--- config.mk ---
export PLATFORM = sky130hd
export DESIGN_NAME = pwm_duty_ctrl
export DESIGN_NICKNAME = d
export VERILOG_FILES = /design/src/rtl/pwm_duty_ctrl.sv
export SDC_FILE = /design/constraint.sdc
export NUM_CORES = 1
export LEC_CHECK = 0
export CORE_UTILIZATION = 40
export DETAILED_ROUTE_END_ITERATION = 7
export GPL_ROUTABILITY_DRIVEN = 1
export PLACE_DENSITY_LB_ADDON = 0.08
export SETUP_SLACK_MARGIN = 0.2
export SYNTH_ARGS = -nofsm -noshare
export SYNTH_HDL_FRONTEND = slang
export SYNTH_SLANG_ARGS = --single-unit
--- constraint.sdc ---
create_clock -name clk -period 3.45 [get_ports clk]
set_input_delay 0.345 -clock clk [delete_from_list [all_inputs] [get_ports clk]]
set_output_delay 0.345 -clock clk [all_outputs]
set_load 0.02 [all_outputs]
--- src/rtl/pwm_duty_ctrl.sv ---
// rtl/pwm_duty_ctrl.sv - debounced button / ramp-to-target step controller for the 10-step PWM generator
//
// Turns raw increase/decrease buttons into clean one-cycle step pulses, or in ramp
// mode steps toward a programmed duty at a fixed rate. A shadow copy of the
// generator's duty level keeps every command inside 0..DUTY_MAX.
//
// Ports:
//   clk          system clock
//   rst_n        asynchronous active-low reset
//   btn_inc      raw increase button (asynchronous)
//   btn_dec      raw decrease button (asynchronous)
//   mode         0 = manual buttons, 1 = ramp-to-target
//   target_load  one-cycle strobe capturing target
//   target       requested duty level, clamped to DUTY_MAX
//   inc_pulse    one-cycle step-up command
//   dec_pulse    one-cycle step-down command
//   duty_level   shadow duty level
//   at_target    registered duty_level == captured target
//   busy         registered holdoff-active or request-pending flag

module pwm_duty_ctrl #(
   parameter int DEBOUNCE_CYCLES = 16,
   parameter int STEP_INTERVAL   = 1000,
   parameter int MIN_GAP         = 4,
   parameter int DUTY_MAX        = 10,
   parameter int DUTY_RESET      = 5
) (
   input  logic       clk,
   input  logic       rst_n,
   input  logic       btn_inc,
   input  logic       btn_dec,
   input  logic       mode,
   input  logic       target_load,
   input  logic [3:0] target,
   output logic       inc_pulse,
   output logic       dec_pulse,
   output logic [3:0] duty_level,
   output logic       at_target,
   output logic       busy
);

   localparam int DB_W = $clog2(DEBOUNCE_CYCLES + 1);
   localparam int TM_W = $clog2(STEP_INTERVAL + 1);
   localparam int GP_W = $clog2(MIN_GAP + 1);
   localparam logic [DB_W-1:0] DB_LAST = DB_W'(DEBOUNCE_CYCLES - 1);
   localparam logic [TM_W-1:0] TM_LAST = TM_W'(STEP_INTERVAL - 1);
   localparam logic [GP_W-1:0] GP_LAST = GP_W'(MIN_GAP - 1);
   localparam logic [3:0]      LVL_MAX = 4'(DUTY_MAX);
   localparam logic [3:0]      LVL_RST = 4'(DUTY_RESET);

   typedef enum logic [1:0] {IDLE, PULSE, HOLD} state_t;

   state_t          state;
   state_t          state_nxt;

   // Button vectors: bit 0 = increase, bit 1 = decrease.
   logic [1:0]      sync_a;
   logic [1:0]      sync_b;
   logic [1:0]      db_lvl;
   logic [1:0]      db_prev;
   logic [DB_W-1:0] db_cnt [2];
   logic [1:0]      rise;

   logic            mode_q;
   logic            mode_chg;
   logic            pend_vld;
   logic            pend_up;
   logic [TM_W-1:0] timer;
   logic [GP_W-1:0] gap_cnt;
   logic [3:0]      tgt_lvl;
   logic [3:0]      tgt_clamped;
   logic            step_up;

   logic            man_req;
   logic            man_up;
   logic            ramp_fire;
   logic            cand_vld;
   logic            cand_up;
   logic            at_limit;
   logic            issue;

   // Synchronizer, debouncer and rising-edge detect per button.
   always_ff @(posedge clk or negedge rst_n) begin
      if (!rst_n) begin
         sync_a    <= '0;
         sync_b    <= '0;
         db_lvl    <= '0;
         db_prev   <= '0;
         db_cnt[0] <= '0;
         db_cnt[1] <= '0;
      end else begin
         sync_a  <= {btn_dec, btn_inc};
         sync_b  <= sync_a;
         db_prev <= db_lvl;
         for (int i = 0; i < 2; i++) begin
            if (sync_b[i] == db_lvl[i]) begin
               db_cnt[i] <= '0;
            end else if (db_cnt[i] == DB_LAST) begin
               db_lvl[i] <= sync_b[i];
               db_cnt[i] <= '0;
            end else begin
               db_cnt[i] <= db_cnt[i] + 1'b1;
            end
         end
      end
   end

   assign rise     = db_lvl & ~db_prev;
   assign mode_chg = mode ^ mode_q;

   // Simultaneous inc and dec edges cancel each other.
   assign man_req  = !mode && (rise[0] ^ rise[1]);
   assign man_up   = rise[0];

   assign ramp_fire   = mode && mode_q && (timer == TM_LAST) && (duty_level != tgt_lvl);
   assign tgt_clamped = (target > LVL_MAX) ? LVL_MAX : target;

   // Request arbitration: pending first, then a fresh button edge, then the ramp step.
   always_comb begin
      cand_vld = 1'b0;
      cand_up  = 1'b0;
      if (pend_vld && !mode) begin
         cand_vld = 1'b1;
         cand_up  = pend_up;
      end else if (man_req) begin
         cand_vld = 1'b1;
         cand_up  = man_up;
      end else if (ramp_fire) begin
         cand_vld = 1'b1;
         cand_up  = (tgt_lvl > duty_level);
      end
   end

   // A saturated request is consumed in IDLE without producing a pulse.
   assign at_limit = cand_up ? (duty_level == LVL_MAX) : (duty_level == 4'd0);
   assign issue    = (state == IDLE) && cand_vld && !at_limit;

   always_ff @(posedge clk or negedge rst_n) begin
      if (!rst_n) begin
         state <= IDLE;
      end else begin
         state <= state_nxt;
      end
   end

   always_comb begin
      state_nxt = state;
      case (state)
         IDLE:    if (issue) state_nxt = PULSE;
         PULSE:   state_nxt = HOLD;
         HOLD:    if (gap_cnt == GP_LAST) state_nxt = IDLE;
         default: state_nxt = IDLE;
      endcase
   end

   always_comb begin
      inc_pulse = 1'b0;
      dec_pulse = 1'b0;
      if (state == PULSE) begin
         inc_pulse = step_up;
         dec_pulse = !step_up;
      end
   end

   always_ff @(posedge clk or negedge rst_n) begin
      if (!rst_n) begin
         gap_cnt    <= '0;
         step_up    <= 1'b0;
         duty_level <= LVL_RST;
         tgt_lvl    <= LVL_RST;
         mode_q     <= 1'b0;
         pend_vld   <= 1'b0;
         pend_up    <= 1'b0;
         timer      <= '0;
         at_target  <= 1'b1;
         busy       <= 1'b0;
      end else begin
         mode_q <= mode;

         if (state == PULSE) begin
            gap_cnt <= '0;
         end else if (state == HOLD) begin
            gap_cnt <= gap_cnt + 1'b1;
         end

         if (issue) begin
            step_up    <= cand_up;
            duty_level <= cand_up ? duty_level + 4'd1 : duty_level - 4'd1;
         end

         if (target_load) begin
            tgt_lvl <= tgt_clamped;
         end

         // Pending is consumed (issued or dropped) on any IDLE cycle; outside IDLE
         // only the first request is kept.
         if (mode || mode_chg || state == IDLE) begin
            pend_vld <= 1'b0;
         end else if (man_req && !pend_vld) begin
            pend_vld <= 1'b1;
            pend_up  <= man_up;
         end

         // The timer runs in every state so ramp steps stay STEP_INTERVAL apart;
         // it waits at its last value until the FSM is back in IDLE.
         if (mode_chg || !mode || duty_level == tgt_lvl) begin
            timer <= '0;
         end else if (state == IDLE && timer == TM_LAST) begin
            timer <= '0;
         end else if (timer != TM_LAST) begin
            timer <= timer + 1'b1;
         end

         at_target <= (duty_level == tgt_lvl);
         busy      <= (state != IDLE) || pend_vld;
      end
   end

endmodule

==> flow_summary.json, run 1 <==
{
  "finalNonFillerCells": 330,
  "pwr_density_cell_mw_per_mm2": 401,
  "hold_viol_final": 0,
  "ys_types": 43,
  "drtIter0Drc": 65,
  "timing.rr.start": "duty_level[2]$_DFFE_PN1P_",
  "slew_violations": 0,
  "worstHoldPathType": "in2async",
  "synth_xor_area_share_pct": 4.46,
  "worst_pin_slew_ns": 1.01,
  "clk_latency_ns": 0.30,
  "vias": 1693,
  "cts_tree": "built",
  "busiest_layer": "met2",
  "io_buffers": 17,
  "synth-seq-cells": 47,
  "dieWidth_um": 78.8,
  "holdBufCountCts": 0,
  "ys_seq_area_share_pct": 50.1,
  "syn_inst": 228,
  "synthesis.nets": 253,
  "ys.flop_type": "dfrtp_1",
  "yosys.area.top_type": "dfrtp_1",
  "avgSynthCellArea_um2": 10.3,
  "fp.coreArea_mm2": 0.00561,
  "area_growth_pct": 18.4,
  "dieArea_mm2": 0.00621,
  "synth_edf_count": 0,
  "antenna_found_initial": 0,
  "first_global_vias": 1686,
  "rsz0062_at_grt": "no",
  "peakVddDrop_mv": 0.211,
  "fp.dieH_um": 78.8,
  "clkSinkCount": 47,
  "track_usage_pct": 15.9,
  "skew_ns": 0.00977,
  "crit_fanout": 5,
  "crit_type": "reg2reg",
  "status": "completed",
  "fill_cells": 540,
  "drtPass1Iterations": 4,
  "cts_buffers": 5,
  "avgRoutedWirePerCell_um": 12.7,
  "yosys_warnings": 0,
  "ios": 18,
  "slew_headroom_pct": 32.4,
  "period_needed_ns": 3.04,
  "grt_pass1_wl_mm": 7.62,
  "multi_input_area_mm2": 0.00114,
  "muxShareOfSynthArea_pct": 2.81,
  "cp-start-kind": "flop",
  "synth_commonest_cells": "42 x dfrtp_1, 30 x nor2_1, 17 x nand2_1",
  "synth_top_family_by_area": "simple AND/OR/NAND/NOR gates",
  "clkSlewWorstSetupHoldPaths_ns": 0.10,
  "regArea_mm2": 0.00118,
  "tns_ns": 0,
  "htree_levels": 2,
  "power_leakage_uw": 0.00125,
  "final_nets": 282,
  "grt_util_met3_pct": 3.91,
  "hpwlAfterDp_mm": 3.01,
  "start_util_pct": 42.1,
  "grtUsageMet2_pct": 24.8,
  "grt_max_degree": 48,
  "end_kind": "flop",
  "place_inst": 319,
  "clock_path_buffers": 2,
  "drive_gt1_share_pct": 14.0,
  "period_share_pct": 88.2,
  "wirelength_mm": 4.18,
  "synth-async-reset-ratio_pct": 100,
  "drcViolationCount": 0,
  "synth_top_area_share_pct": 44.6,
  "synth-simple-area-share_pct": 20.5,
  "met1_usage_pct": 21.6,
  "synth_fa_ha_area_share_pct": 8.28,
  "cap_violations": 0,
  "ant_nets": 0,
  "gp_congestion": 0.812,
  "synth-compound-area-share_pct": 11.4,
  "cp.required_ns": 3.65,
  "viasPerCell": 5.13,
  "antennaDiodeCount": 0,
  "yosys-top-cells-area": "dfrtp_1 45%, ha_1 7.4%, dfstp_2 5.6%",
  "overflow": 0,
  "arrival_ns": 3.24,
  "yosysMostFrequentCell": "dfrtp_1",
  "max_freq_mhz": 329,
  "setup_viol": 0,
  "cts_root_buffer": "clkbuf_8",
  "finalHoldWorstSlack_ns": 0.200,
  "critPathLaunch": "duty_level[2]$_DFFE_PN1P_",
  "syn_area_mm2": 0.00236,
  "rows": 27
}
-- metal layers --
metal  part of all wire [%]  vias up
li1                       -      857
met1                     50      810
met2                     46       23
met3                    3.3        3
met4                   0.65        0
met5                      0        -
-- area by class of cell --
cell class	count	share of cell area (%)
clock inverter	3	1.66
timing repair buffer	23	7.53
tap	72	3.23
multi-input combinational	166	40.8
inverter	14	1.88
clock buffer	5	2.47
sequential	47	42.4
-- per-stage QoR --
stage | util [%] | total power (uW) | area [um^2] | setup slack (ns)
6_report | 49.8 | 1120 | 2790 | 0.408
5_1_grt | 49.8 | 1190 | 2790 | 0.228
4_1_cts | 49.2 | 1140 | 2760 | 0.237
3_5_place_dp | 47.0 | 720 | 2640 | 0.185
3_3_place_gp | 47.0 | 716 | 2640 | 0.305
2_1_floorplan | - | 670 | 2360 | 0.238
-- report_power, final --
| group | leakage [uW] | switching (uW) | internal [uW] | total (uW) |
|---|---|---|---|---|
| clock | 0.0000548 | 193 | 218 | 411 |
| combinational | 0.000598 | 59.5 | 50.7 | 110 |
| sequential | 0.000595 | 18.0 | 581 | 599 |
-- sequential cells by signal, indices dropped and copies added (netlist names) --
register    count
pend_up         1
busy            1
sync_a          2
duty_level      4
db_lvl          2
db_cnt         10
gap_cnt         3
timer          10
pend_vld        1
at_target       1
db_prev         2
state           2
sync_b          2
step_up         1
mode_q          1
tgt_lvl         4
-- path summary, 6_finish.rpt --
check	to	slack [ns]	cells after the start
worst max-delay path	duty_level[3]$_DFFE_PN0P_	0.41	13
worst min-delay path	gap_cnt[2]$_DFFE_PN0P_	0.20	1
worst max register to register	duty_level[3]$_DFFE_PN0P_	0.41	13
worst min register to register	sync_b[0]$_DFF_PN0_	0.34	0
max in group asynchronous	duty_level[3]$_DFFE_PN0P_	2.55	1
min in group clk	sync_b[0]$_DFF_PN0_	0.34	0
-- logic make-up after synthesis --
family / count (synthesis)
buf+inv: 15
flops: 47
xor+xnor: 12
mux: 6
compound gates: 40
fa+ha+maj: 15
simple gates: 93
-- timing repair --
item / CTS / global route
gates cloned: 0 / 0
buffers inserted: 1 / 2
pin swaps: 1 / 2
gates resized for setup: 0 / 5
setup endpoints to repair: 1 / 1
-- critical path, stage by stage, from the launching register on --
cell      delay, ns
dfstp_2        0.55
inv_1          0.04
ha_1           0.29
and4_4         0.21
nor4_4         0.15
a21bo_4        0.27
nand2_1        0.08
inv_1          0.08
ha_1           0.27
a21o_1         0.21
a21oi_4        0.21
nor2_1         0.05
mux2_2         0.28
a221oi_2       0.25
-- layout by cell type (no fill, tap or decap), drive strengths merged, types with 2 or more instances in the layout --
| master | count |
|---|---|
| a21o | 4 |
| a21oi | 9 |
| and2 | 5 |
| and3 | 3 |
| buf | 7 |
| clkbuf | 5 |
| clkdlybuf4s50 | 16 |
| dfrtp | 42 |
| dfstp | 5 |
| ha | 14 |
| inv | 15 |
| mux2 | 5 |
| nand2 | 17 |
| nand2b | 3 |
| nand3 | 13 |
| nand3b | 3 |
| nand4 | 4 |
| nor2 | 30 |
| nor2b | 4 |
| nor3 | 4 |
| nor4 | 3 |
| o211ai | 2 |
| o21ai | 13 |
| xor2 | 12 |
Power figures use the tool's default switching activity.
==> inputs of run 2 (changes only) <==
Settings changed: CTS_CLUSTER_DIAMETER set to 30.
Clock period 3.45 ns to 3.2 ns, I/O delays scaled along.
==> run 2 against run 1 <==
Compared with the run above:
- worst setup slack got worse by 0.070 ns
- sequential power increased by 8.0%
- maximum frequency increased by 6.3%
- critical path depth unchanged
- first-iteration DRC count unchanged
- total power increased by 9.9%
==> flow_summary.json, run 2 (synthesis results as in run 1) <==
{
  "drtIter0Drc": 65,
  "clk_latency_ns": 0.30,
  "status": "completed",
  "arrival_ns": 3.07,
  "hpwlAfterDp_mm": 2.93,
  "final_common_cell": "dfrtp_1",
  "avgRoutedWirePerCell_um": 13.0,
  "power_leakage_uw": 0.00130,
  "clkSlewWorstSetupHoldPaths_ns": 0.09,
  "track_usage_pct": 15.5,
  "worst_pin_slew_ns": 1.02,
  "end_kind": "flop",
  "crit_fanout": 5,
  "viasPerCell": 5.17,
  "period_share_pct": 89.4,
  "tns_ns": 0,
  "rsz0062_at_grt": "no",
  "peakVddDrop_mv": 0.203,
  "vias": 1746,
  "cts_tree": "built",
  "gp_congestion": 0.794,
  "cts_buffers": 5,
  "slew_headroom_pct": 31.7,
  "slew_violations": 0,
  "mostFrequentLayoutCells": "40 x dfrtp_1, 30 x nor2_1, 16 x nand2_1, 16 x clkdlybuf4s50_1, 14 x buf_4",
  "area_growth_pct": 23.8,
  "finalHoldWorstSlack_ns": 0.193,
  "io_buffers": 17,
  "clkSinkCount": 47,
  "drtPass1Iterations": 4,
  "dieWidth_um": 78.8,
  "cp-start-kind": "flop",
  "drive_gt1_share_pct": 20.3,
  "first_global_vias": 1661,
  "grt_pass1_wl_mm": 7.51,
  "r2r_setup_slack_ns": 0.34,
  "setup_viol": 0,
  "worstHoldPathType": "in2async",
  "cap_violations": 0,
  "max_freq_mhz": 349,
  "dieArea_mm2": 0.00621,
  "overflow": 0,
  "htree_levels": 2,
  "antennaDiodeCount": 0,
  "ant_nets": 0,
  "final_nets": 290,
  "period_needed_ns": 2.86,
  "drcViolationCount": 0,
  "pwr_density_cell_mw_per_mm2": 422,
  "grt_max_degree": 48,
  "start_util_pct": 42.1,
  "skew_ns": 0.00660,
  "crit_type": "reg2reg",
  "rows": 27,
  "cts_root_buffer": "clkbuf_8",
  "fp.dieH_um": 78.8,
  "holdBufCountCts": 0,
  "ios": 18,
  "cp.required_ns": 3.41,
  "antenna_found_initial": 0,
  "top_regs": "db_cnt: 10 flops, timer: 10 flops",
  "hold_viol_final": 0,
  "wirelength_mm": 4.40,
  "clock_path_buffers": 2,
  "fp.coreArea_mm2": 0.00561
}
-- run 2: changes by cell type in the layout (fill, tap and decap cells not counted), moves of 2 or more --
cell   change
ha_4       +4
inv_1      -3
inv_4      +2
buf_4      +8
ha_1       -4
-- run 2: metrics by stage --
step	area, um^2	worst slack [ns]	total power, uW	instances	util [%]
floorplan	2380	0.237	724	228	-
global placement	2660	0.192	775	319	47.3
detailed placement	2660	0.168	776	319	47.3
CTS	2800	0.221	1240	330	49.8
global route	2920	0.226	1290	338	52.1
finish	2920	0.338	1230	338	52.1
-- run 2: worst max-delay path, cell delays in order (launching register included) --
cell	delay, ns
dfstp_2	0.55
inv_2	0.04
ha_4	0.20
and4_4	0.18
nor4_4	0.26
a21bo_4	0.28
nand2_4	0.09
inv_4	0.06
ha_4	0.21
a21o_1	0.16
a21oi_2	0.17
nor2_1	0.06
mux2_4	0.27
a221oi_2	0.25
-- run 2: what timing repair did --
item                       in CTS  in global routing
pin swaps                       1                  5
setup endpoints to repair       1                  1
setup buffers                   3                  8
gates resized for setup         0                 11
-- run 2: per-layer routing --
metal | wire (um) | share of wire (%) | track usage, % | up-vias
met3 | 118 | 2.7 | 3.45 | 7
met2 | 1960 | 44 | 24.2 | 29
li1 | - | - | - | 873
met5 | 0 | 0 | 0 | -
met4 | 65 | 1.5 | 6.11 | 0
met1 | 2260 | 51 | 20.9 | 837
-- run 2: final cells by class --
| class | instances | area (um^2) |
|---|---|---|
| Multi-Input combinational cell | 166 | 1200 |
| Sequential cell | 47 | 1180 |
| Tap cell | 72 | 90.1 |
| Inverter | 14 | 57.6 |
| Fill cell | 523 | 2690 |
| Clock inverter | 2 | 35.0 |
| Clock buffer | 6 | 82.6 |
| Timing Repair Buffer | 31 | 270 |
-- run 2: path summary, 6_finish.rpt --
check	from	endpoint	cells after the start
setup / recovery	duty_level[2]$_DFFE_PN1P_	duty_level[3]$_DFFE_PN0P_	13
hold / removal	rst_n	db_cnt[7]$_DFF_PN0_	1
setup reg to reg	duty_level[2]$_DFFE_PN1P_	duty_level[3]$_DFFE_PN0P_	13
hold reg to reg	sync_a[0]$_DFF_PN0_	sync_b[0]$_DFF_PN0_	0
max in group asynchronous	rst_n	duty_level[3]$_DFFE_PN0P_	1
min in group clk	sync_a[0]$_DFF_PN0_	sync_b[0]$_DFF_PN0_	0
-- run 2: where the power goes --
group	switching (uW)	internal, uW	total, uW
logic	68.2	62.0	130
registers	20.2	626	647
clock network	201	253	454
==> inputs of run 3 (changes only) <==
Settings changed: CORE_UTILIZATION 40 to 45, GPL_TIMING_DRIVEN set to 0.
==> run 3 against run 2 <==
Compared with the run above:
- critical path depth stayed put
- clock skew barely moved
- combinational power hardly changed
- critical path type unchanged
- critical endpoint unchanged
==> flow_summary.json, run 3 (synthesis results as in run 1) <==
{
  "status": "completed",
  "max_freq_mhz": 344,
  "fp.dieH_um": 74.4,
  "slew_violations": 0,
  "peakVddDrop_mv": 0.263,
  "ant_nets": 0,
  "drtIter0Drc": 90,
  "worstHoldPathType": "reg2reg",
  "total_power_uw": 1150,
  "grt_max_degree": 37,
  "cp-start-kind": "flop",
  "mostFrequentLayoutCells": "40 x dfrtp_1, 29 x nor2_1, 16 x nand2_1, 16 x clkdlybuf4s50_1",
  "cts_buffers": 5,
  "grt_pass1_wl_mm": 7.22,
  "clk_latency_ns": 0.30,
  "slew_headroom_pct": 64.9,
  "start_util_pct": 48.3,
  "overflow": 0,
  "worst_slack_ns": 0.296,
  "cts_root_buffer": "clkbuf_8",
  "cts_tree": "built",
  "period_share_pct": 90.8,
  "drive_gt1_share_pct": 18.5,
  "path_delay_family": "compound AO/OA/AOI/OAI gates",
  "drcViolationCount": 0,
  "io_buffers": 17,
  "period_needed_ns": 2.90,
  "fp.coreArea_mm2": 0.00488,
  "dieArea_mm2": 0.00553,
  "drtPass1Iterations": 4,
  "ios": 18,
  "path_buf_inv": 2,
  "clkSinkCount": 47,
  "cp_slowest_cell": "dfstp_2",
  "htree_levels": 2,
  "avgRoutedWirePerCell_um": 13.1,
  "viasPerCell": 5.26,
  "place_inst": 313,
  "vias": 1747,
  "wirelength_mm": 4.36,
  "gp_congestion": 0.765,
  "end_kind": "flop",
  "track_usage_pct": 17.4,
  "final_common_cell": "dfrtp_1",
  "cp.required_ns": 3.40,
  "tns_ns": 0,
  "rsz0062_at_grt": "no",
  "skew_ns": 0.00639,
  "crit_type": "reg2reg",
  "final_util_pct": 59.2,
  "hold_viol_final": 0,
  "power_leakage_uw": 0.00128,
  "hpwlAfterDp_mm": 2.99,
  "clock_path_buffers": 2,
  "rows": 25,
  "first_global_vias": 1596,
  "antenna_found_initial": 0,
  "area_growth_pct": 22.4,
  "final_nets": 289,
  "path_cells": "inv_2, ha_1, and4_4, nor4_4, a21bo_4, nand2_4, inv_4, ha_4, a21o_1, a21oi_4, nor2_2, mux2_4, a221oi_2",
  "crit_fanout": 4,
  "worst_pin_slew_ns": 0.522,
  "clock_power_share_pct": 32.3,
  "power.share.sequential_pct": 56.4,
  "slowest_delay_ns": 0.54,
  "place_ws_ns": 0.0419,
  "internal-power_uw": 866,
  "pwr_density_cell_mw_per_mm2": 398,
  "antennaDiodeCount": 0,
  "cap_violations": 0,
  "finalNonFillerCells": 332,
  "top_regs": "db_cnt: 10 flops, timer: 10 flops",
  "power_frac_comb_pct": 11.3,
  "setup_viol": 0,
  "dieWidth_um": 74.4,
  "p_sw_uw": 283,
  "switching_share_pct": 24.6,
  "arrival_ns": 3.10,
  "clkSlewWorstSetupHoldPaths_ns": 0.09
}
## run 3: final timing paths
kind	endpoint	cells after the start	slack [ns]	start
setup / recovery	duty_level[3]$_DFFE_PN0P_	13	0.30	tgt_lvl[0]$_DFFE_PN1P_
hold / removal	sync_b[1]$_DFF_PN0_	0	0.36	sync_a[1]$_DFF_PN0_
setup reg to reg	duty_level[3]$_DFFE_PN0P_	13	0.30	tgt_lvl[0]$_DFFE_PN1P_
hold reg to reg	sync_b[1]$_DFF_PN0_	0	0.36	sync_a[1]$_DFF_PN0_
max in group asynchronous	at_target$_DFF_PN1_	3	2.21	rst_n
min in group asynchronous	db_cnt[8]$_DFF_PN0_	2	0.44	rst_n
## run 3: cell type report
class | instances | area [um^2]
Tap cell | 67 | 83.8
Sequential cell | 47 | 1180
Clock inverter | 1 | 8.76
Buffer | 1 | 3.75
Inverter | 14 | 57.6
Clock buffer | 7 | 86.3
Multi-Input combinational cell | 166 | 1190
Timing Repair Buffer | 29 | 270
Fill cell | 432 | 1990
## run 3: stage by stage
stage	cell area [um^2]	hold slack [ns]
after floorplan	2380	0.0244
after detailed placement	2650	0.235
after CTS	2820	0.359
final	2890	0.355
after global placement	2640	0.332
after global routing	2890	0.364
## run 3: power groups by stage
| stage | Combinational (uW) | Sequential, uW | Clock (uW) |
|---|---|---|---|
| global placement | 114 | 658 | 0 |
| finish | 129 | 648 | 371 |
| floorplan | 66.8 | 658 | 0 |
| detailed placement | 119 | 659 | 0 |
| CTS | 126 | 647 | 385 |
| global route | 150 | 652 | 414 |
## run 3: routing by layer
layer,up-vias,GRT usage (%),share of wire [%]
met5,-,0,0
met4,0,4.61,0.39
met3,2,5.42,3.8
met2,34,27.4,48
met1,839,23.2,48
li1,872,-,-
## run 3: repair_timing
action                                  4_1_cts  5_1_grt
buffers inserted                              7        3
endpoints found under the hold margin         7        0
resized for setup                             4        7
endpoints found under the setup margin        1        1
pin swaps                                     3        6
hold buffers                                  1        0
## run 3: worst reg2reg max path, cell delays in order, from the launching register on
cell      delay [ns]
dfstp_2         0.54
inv_2           0.04
ha_1            0.26
and4_4          0.16
nor4_4          0.25
a21bo_4         0.28
nand2_4         0.08
inv_4           0.05
ha_4            0.20
a21o_1          0.19
a21oi_4         0.17
nor2_2          0.06
mux2_4          0.27
a221oi_2        0.26
==> patch 1: new RTL, settings of run 2 <==
Encoding of `state_t`: now one-hot (3 bits for 3 states).
--- a/src/rtl/pwm_duty_ctrl.sv
+++ b/src/rtl/pwm_duty_ctrl.sv
@@ -49,5 +49,5 @@
    localparam logic [3:0]      LVL_RST = 4'(DUTY_RESET);
 
-   typedef enum logic [1:0] {IDLE, PULSE, HOLD} state_t;
+   typedef enum logic [2:0] {IDLE = 3'b001, PULSE = 3'b010, HOLD = 3'b100} state_t;
 
    state_t          state;
Function: no difference found for any inputs over 10 cycles, from zero or initial values and one cycle with rst_n low; not proved beyond that.
==> patch 1 against run 2 <==
The flow now finishes with violations (negative hold slack); non-clock buffer count increased by 2; die area is 2.9% higher; area after synthesis grew 3.0%; sequential cell count up 1; worst setup slack got worse by 0.012 ns; maximum frequency is 0.43% lower; via count is 1.7% higher; cell area rose by 1.0%; synthesized cell count decreased by 2.6%; total power up 2.2%; clock skew hardly changed; wire length increased by 5.0%; worst hold slack lost 0.21 ns.
==> patch 1: results (changes against run 2) <==
result of the run - complete, but fails checks
violated checks - negative hold slack
Final Skew - 0.00631 ns (-0.000287 ns)
maximum number of pins on one net before global-route repair - 27 (-44%)
P_leak - 1.32 nW (+1.6%)
critical path's largest stage delay - 0.52 ns (-0.03 ns)
DR WL/cell - 13.8 um (+6.2%)
H-tree Lvls - 2 (unchanged)
peak fanout along the critical path - 6 (+1)
critical-path cell with the highest stage delay - sky130_fd_sc_hd__or4_4
top flip-flop cell by instance count after synthesis - sky130_fd_sc_hd__dfrtp_1
fraction of power spent switching nets - 21.4% (-2.2 points)
via count of the first global-routing pass - 1625 (-2.2%)
warnings from Yosys - 0 (unchanged)
global-route wire length before repair - 7.89 mm (+5.0%)
placed wire-length estimate after detailed placement - 3.26 mm (+11%)
final count of hold timing violations - 10 (+10)
FMAX - 348 MHz (-0.43%)
cells taking the most area after synthesis - sky130_fd_sc_hd__dfrtp_1, sky130_fd_sc_hd__dfstp_2, sky130_fd_sc_hd__ha_1
routed via count - 1775 (+1.7%)
Seq/Total Area, Yosys - 49.8% (-0.36 points)
Regs by FF count - db_cnt: 10 flops, timer: 10 flops
Arrival @ worst endpoint - 3.06 ns (about the same)
number of diodes added for antenna fixing - 0 (unchanged)
highest ir drop seen on vdd - 0.191 mV (-6.0%)
most frequent cells after synthesis - sky130_fd_sc_hd__dfrtp_1, sky130_fd_sc_hd__nor2_1, sky130_fd_sc_hd__o21ai_0
fraction of registers with async set/reset - 100% (unchanged)
cts bufs inserted - 5 (unchanged)
# nets final - 280 (-3.4%)
final weighted congestion of routability-driven global placement - 0.797 (+0.37%)
number of fill cells - 546 (+4.4%)
GRT Overall Usage - 16.1% (+0.60 points)
antenna violations before repair - 0 (unchanged)
Iter 0 DRT Violations - 63 (-3.1%)
First-pass DRT Iterations - 4 (unchanged)
total of buffers placed on input and output ports - 17 (unchanged)
clock transition at the registers of the reported paths - 0.09 ns (about the same)
maximum number of buffers from clock root to sink - 2 (unchanged)
power per cell area - 426 nW/um2 (+1.1%)
hold slack final - -0.0120 ns (-0.205 ns)
Post-Syn Nets - 244 (-3.6%)
slew margin rel. - 58.4% (+27 points)
Yosys cell types - 56 (+30%)
fraction of layout instances using a drive strength above 1 - 19.7% (-0.61 points)
number of remaining DRC errors - 0 (unchanged)
HP Class - in -> async
buffer type at the clock tree root - sky130_fd_sc_hd__clkbuf_8
[patch 1: cell count changes after synthesis, moves of 3 or more]
cell	delta
sky130_fd_sc_hd__nand2_1	-9
sky130_fd_sc_hd__nor2_1	-8
sky130_fd_sc_hd__inv_1	-5
sky130_fd_sc_hd__o31ai_1	+5
sky130_fd_sc_hd__a22o_1	+4
sky130_fd_sc_hd__xnor2_1	+4
sky130_fd_sc_hd__and3_1	+3
sky130_fd_sc_hd__ha_1	-3
sky130_fd_sc_hd__nand4_1	-3
sky130_fd_sc_hd__o21bai_1	+3
sky130_fd_sc_hd__xor2_1	-3
[patch 1: logic make-up after synthesis]
group / synth area share (%)
and+or+nand+nor: 17.6
AOI/OAI and AO/OA: 16.0
DFF: 49.8
buffers and inverters: 2.58
xor gates and xnor gates: 4.69
adders and majority gates: 6.49
muxes: 2.88
[patch 1: per-layer routing]
layer	GRT usage, %	vias to the layer above	wire (um)
li1	-	870	-
met1	22.6	880	2330
met2	24.6	21	2120
met3	3.43	4	122
met4	5.36	0	46
met5	0	-	0
[patch 1: power by group through the flow]
stage / sequential [W] / clock [W] / combinational, W
final: 0.000644 / 0.000512 / 0.000102
after global routing: 0.000647 / 0.000562 / 0.000117
after CTS: 0.000644 / 0.000537 / 0.000101
after detailed placement: 0.000657 / 0 / 0.0000960
after global placement: 0.000656 / 0 / 0.0000964
after floorplan: 0.000657 / 0 / 0.0000479
[patch 1: through the flow]
step	area (um2)	std cells	worst slack [ns]
2_1_floorplan	2430	222	0.201
3_3_place_gp	2710	316	0.144
3_5_place_dp	2710	316	0.0735
4_1_cts	2880	327	0.227
5_1_grt	2950	334	0.186
6_report	2950	334	0.325
[patch 1: path summary, 6_finish.rpt]
kind	from	endpoint	slack [ns]	depth (start not counted)
worst min-delay path	rst_n	gap_cnt[1]	-0.01	1
min in group clk	sync_a[0]	sync_b[0]	0.35	0
worst min register to register	sync_a[0]	sync_b[0]	0.35	0
worst max register to register	timer[1]	duty_level[3]	0.33	12
max in group asynchronous	rst_n	timer[4]	2.47	2
worst max-delay path	timer[1]	duty_level[3]	0.33	12
[patch 1: area by class of cell]
type	count	area share, %
tap	75	3.18
inverter	10	1.44
multi-input combinational	160	40.2
timing repair buffer	33	9.67
clock buffer	6	2.46
clock inverter	2	2.04
sequential	48	41.1
[patch 1: repair_timing]
item,in CTS,in global routing
setup endpoints to repair,1,1
gates resized for setup,2,4
pin swaps,0,5
buffers inserted,3,7
[patch 1: critical path: cells and delay by family (launching register included)]
kind | cells | cell delay (ns)
compound gates | 6 | 1.24
simple gates | 2 | 0.61
fa+ha+maj | 2 | 0.41
flops | 1 | 0.40
buf+inv | 2 | 0.10
==> patch 2: new RTL, config.mk and constraints of run 2 <==
Made on the original files. The parameter `STEP_INTERVAL` goes from 1000 to 500.
--- a/src/rtl/pwm_duty_ctrl.sv
+++ b/src/rtl/pwm_duty_ctrl.sv
@@ -21,5 +21,5 @@
 module pwm_duty_ctrl #(
    parameter int DEBOUNCE_CYCLES = 16,
-   parameter int STEP_INTERVAL   = 1000,
+   parameter int STEP_INTERVAL   = 500,
    parameter int MIN_GAP         = 4,
    parameter int DUTY_MAX        = 10,
Function: same outputs for any inputs over 10 cycles, from zero or initial values and one cycle with rst_n low; that may be too few to reach the edited logic, so the function may still have changed.
==> patch 2 against run 2 <==
Sequential share of layout area increased by 1.3 points; sequential cell count decreased by 1; wire length decreased by 11%; area after synthesis decreased by 3.1%; cell area decreased by 5.2%; worst hold slack got worse by 0.0093 ns; total power increased by 0.32%; global-route usage decreased by 1.1 points; sequential power increased by 2%; first-iteration DRC count unchanged; worst setup slack got worse by 0.089 ns; critical path type unchanged; critical endpoint unchanged; highest routed layer unchanged.
==> patch 2: results (changes against run 2) <==
result of the run - complete, no violations
Regs by FF count - db_cnt: 10 flops, timer: 9 flops
highest ir drop seen on vdd - 0.226 mV (+12%)
Vias per Instance - 4.92 (-4.7%)
cts bufs inserted - 5 (unchanged)
maximum number of pins on one net before global-route repair - 47 (-2.1%)
Iter 0 DRT Violations - 65 (unchanged)
GRT Overall Usage - 14.4% (-1.1 points)
P_leak - 1.22 nW (-5.7%)
number of cells in the finished layout apart from fillers - 316 (-6.5%)
met2 routing resource usage after global routing - 21.9% (-2.3 points)
via count of the first global-routing pass - 1432 (-14%)
total of buffers placed on input and output ports - 17 (unchanged)
Post-Syn Nets - 236 (-6.7%)
instance area after placement - 2570 um2 (-3.3%)
met3 track demand over resource in global routing - 3.88% (+0.43 points)
peak fanout along the critical path - 5 (unchanged)
Met2 Routed Length - 1.82 mm (-7.2%)
antenna violations before repair - 0 (unchanged)
slack of the worst reg-to-reg path - 0.25 ns (-0.09 ns)
most frequent cells after synthesis - sky130_fd_sc_hd__dfrtp_1, sky130_fd_sc_hd__nor2_1, sky130_fd_sc_hd__inv_1
power consumed by the clock network - 0.000368 W (-19%)
critical path startpoint - duty_level[0]
Met1 Wirelength - 1.96 mm (-13%)
number of placed instances with taps included - 301 (-5.6%)
DR WL/cell - 12.4 um (-4.6%)
hold slack final - 0.184 ns (-0.00926 ns)
Least-Margin Pin Slew - 0.997 ns (-0.0280 ns)
fraction of registers with async set/reset - 100% (unchanged)
Arrival @ worst endpoint - 3.18 ns (+0.11 ns)
final weighted congestion of routability-driven global placement - 0.777 (-2.2%)
met3 wire len - 109 um (-7.6%)
Psw - 0.000338 W (+17%)
Yosys cell types - 39 (-9.3%)
Final Skew - 0.00585 ns (-0.000756 ns)
# nets final - 268 (-7.6%)
FMAX - 339 MHz (-3.0%)
top layer used by detailed routing - met4
met1 usage - 19.7% (-1.2 points)
Seq/Total Area, Yosys - 50.6% (+0.50 points)
post-synthesis cell count - 211 (-7.5%)
fraction of power spent switching nets - 27.3% (+3.8 points)
combinational share of power - 16.8% (+6.2 points)
placed wire-length estimate after detailed placement - 2.73 mm (-6.8%)
First-pass DRT Iterations - 4 (unchanged)
Post-Place Setup Slack - 0.237 ns (+0.0695 ns)
Reg2Reg Depth - 12 (-1)
cells taking the most area after synthesis - sky130_fd_sc_hd__dfrtp_1, sky130_fd_sc_hd__ha_1, sky130_fd_sc_hd__dfstp_2
fraction of layout instances using a drive strength above 1 - 19.7% (-0.63 points)
global-route wire length before repair - 6.68 mm (-11%)
==> patch 2: cell count changes after synthesis, sizes merged, moves of 3 or more <==
| cell | delta |
|---|---|
| nand2 | -12 |
| nand2b | +3 |
| xor2 | -4 |
| nor3 | -4 |
| mux2i | +4 |
| nor2 | -6 |
| xnor2 | +6 |
==> patch 2: timing repair <==
action	CTS	global route
setup endpoints to repair	0	1
setup buffers	0	7
resized for setup	0	9
==> patch 2: logic make-up after synthesis <==
group                    share of synthesized area [%]
multiplexers                                      4.32
adder cells (fa/ha/maj)                           8.54
XOR/XNOR                                          5.36
flip-flops                                        50.6
buffers and inverters                             2.96
AO/OA/AOI/OAI                                     10.8
AND/OR/NAND/NOR                                   17.4
==> patch 2: cell type report <==
| class | instances | area [um2] |
|---|---|---|
| Fill cell | 486 | 2740 |
| Clock inverter | 2 | 12.5 |
| Inverter | 15 | 61.3 |
| Tap cell | 72 | 90.1 |
| Clock buffer | 6 | 82.6 |
| Timing Repair Buffer | 26 | 233 |
| Sequential cell | 46 | 1160 |
| Multi-Input combinational cell | 149 | 1130 |
==> patch 2: worst max-delay path, cell delays in order, from the launching register on <==
cell and delay, ns:
sky130_fd_sc_hd__dfstp_2 0.60, sky130_fd_sc_hd__ha_4 0.21, sky130_fd_sc_hd__and4_4 0.19, sky130_fd_sc_hd__or4_4 0.56, sky130_fd_sc_hd__a21oi_4 0.14, sky130_fd_sc_hd__o21ba_4 0.18, sky130_fd_sc_hd__inv_4 0.05, sky130_fd_sc_hd__ha_4 0.25
sky130_fd_sc_hd__a21o_1 0.12, sky130_fd_sc_hd__a21oi_2 0.07, sky130_fd_sc_hd__buf_4 0.13, sky130_fd_sc_hd__or3_1 0.31, sky130_fd_sc_hd__nand4_1 0.09
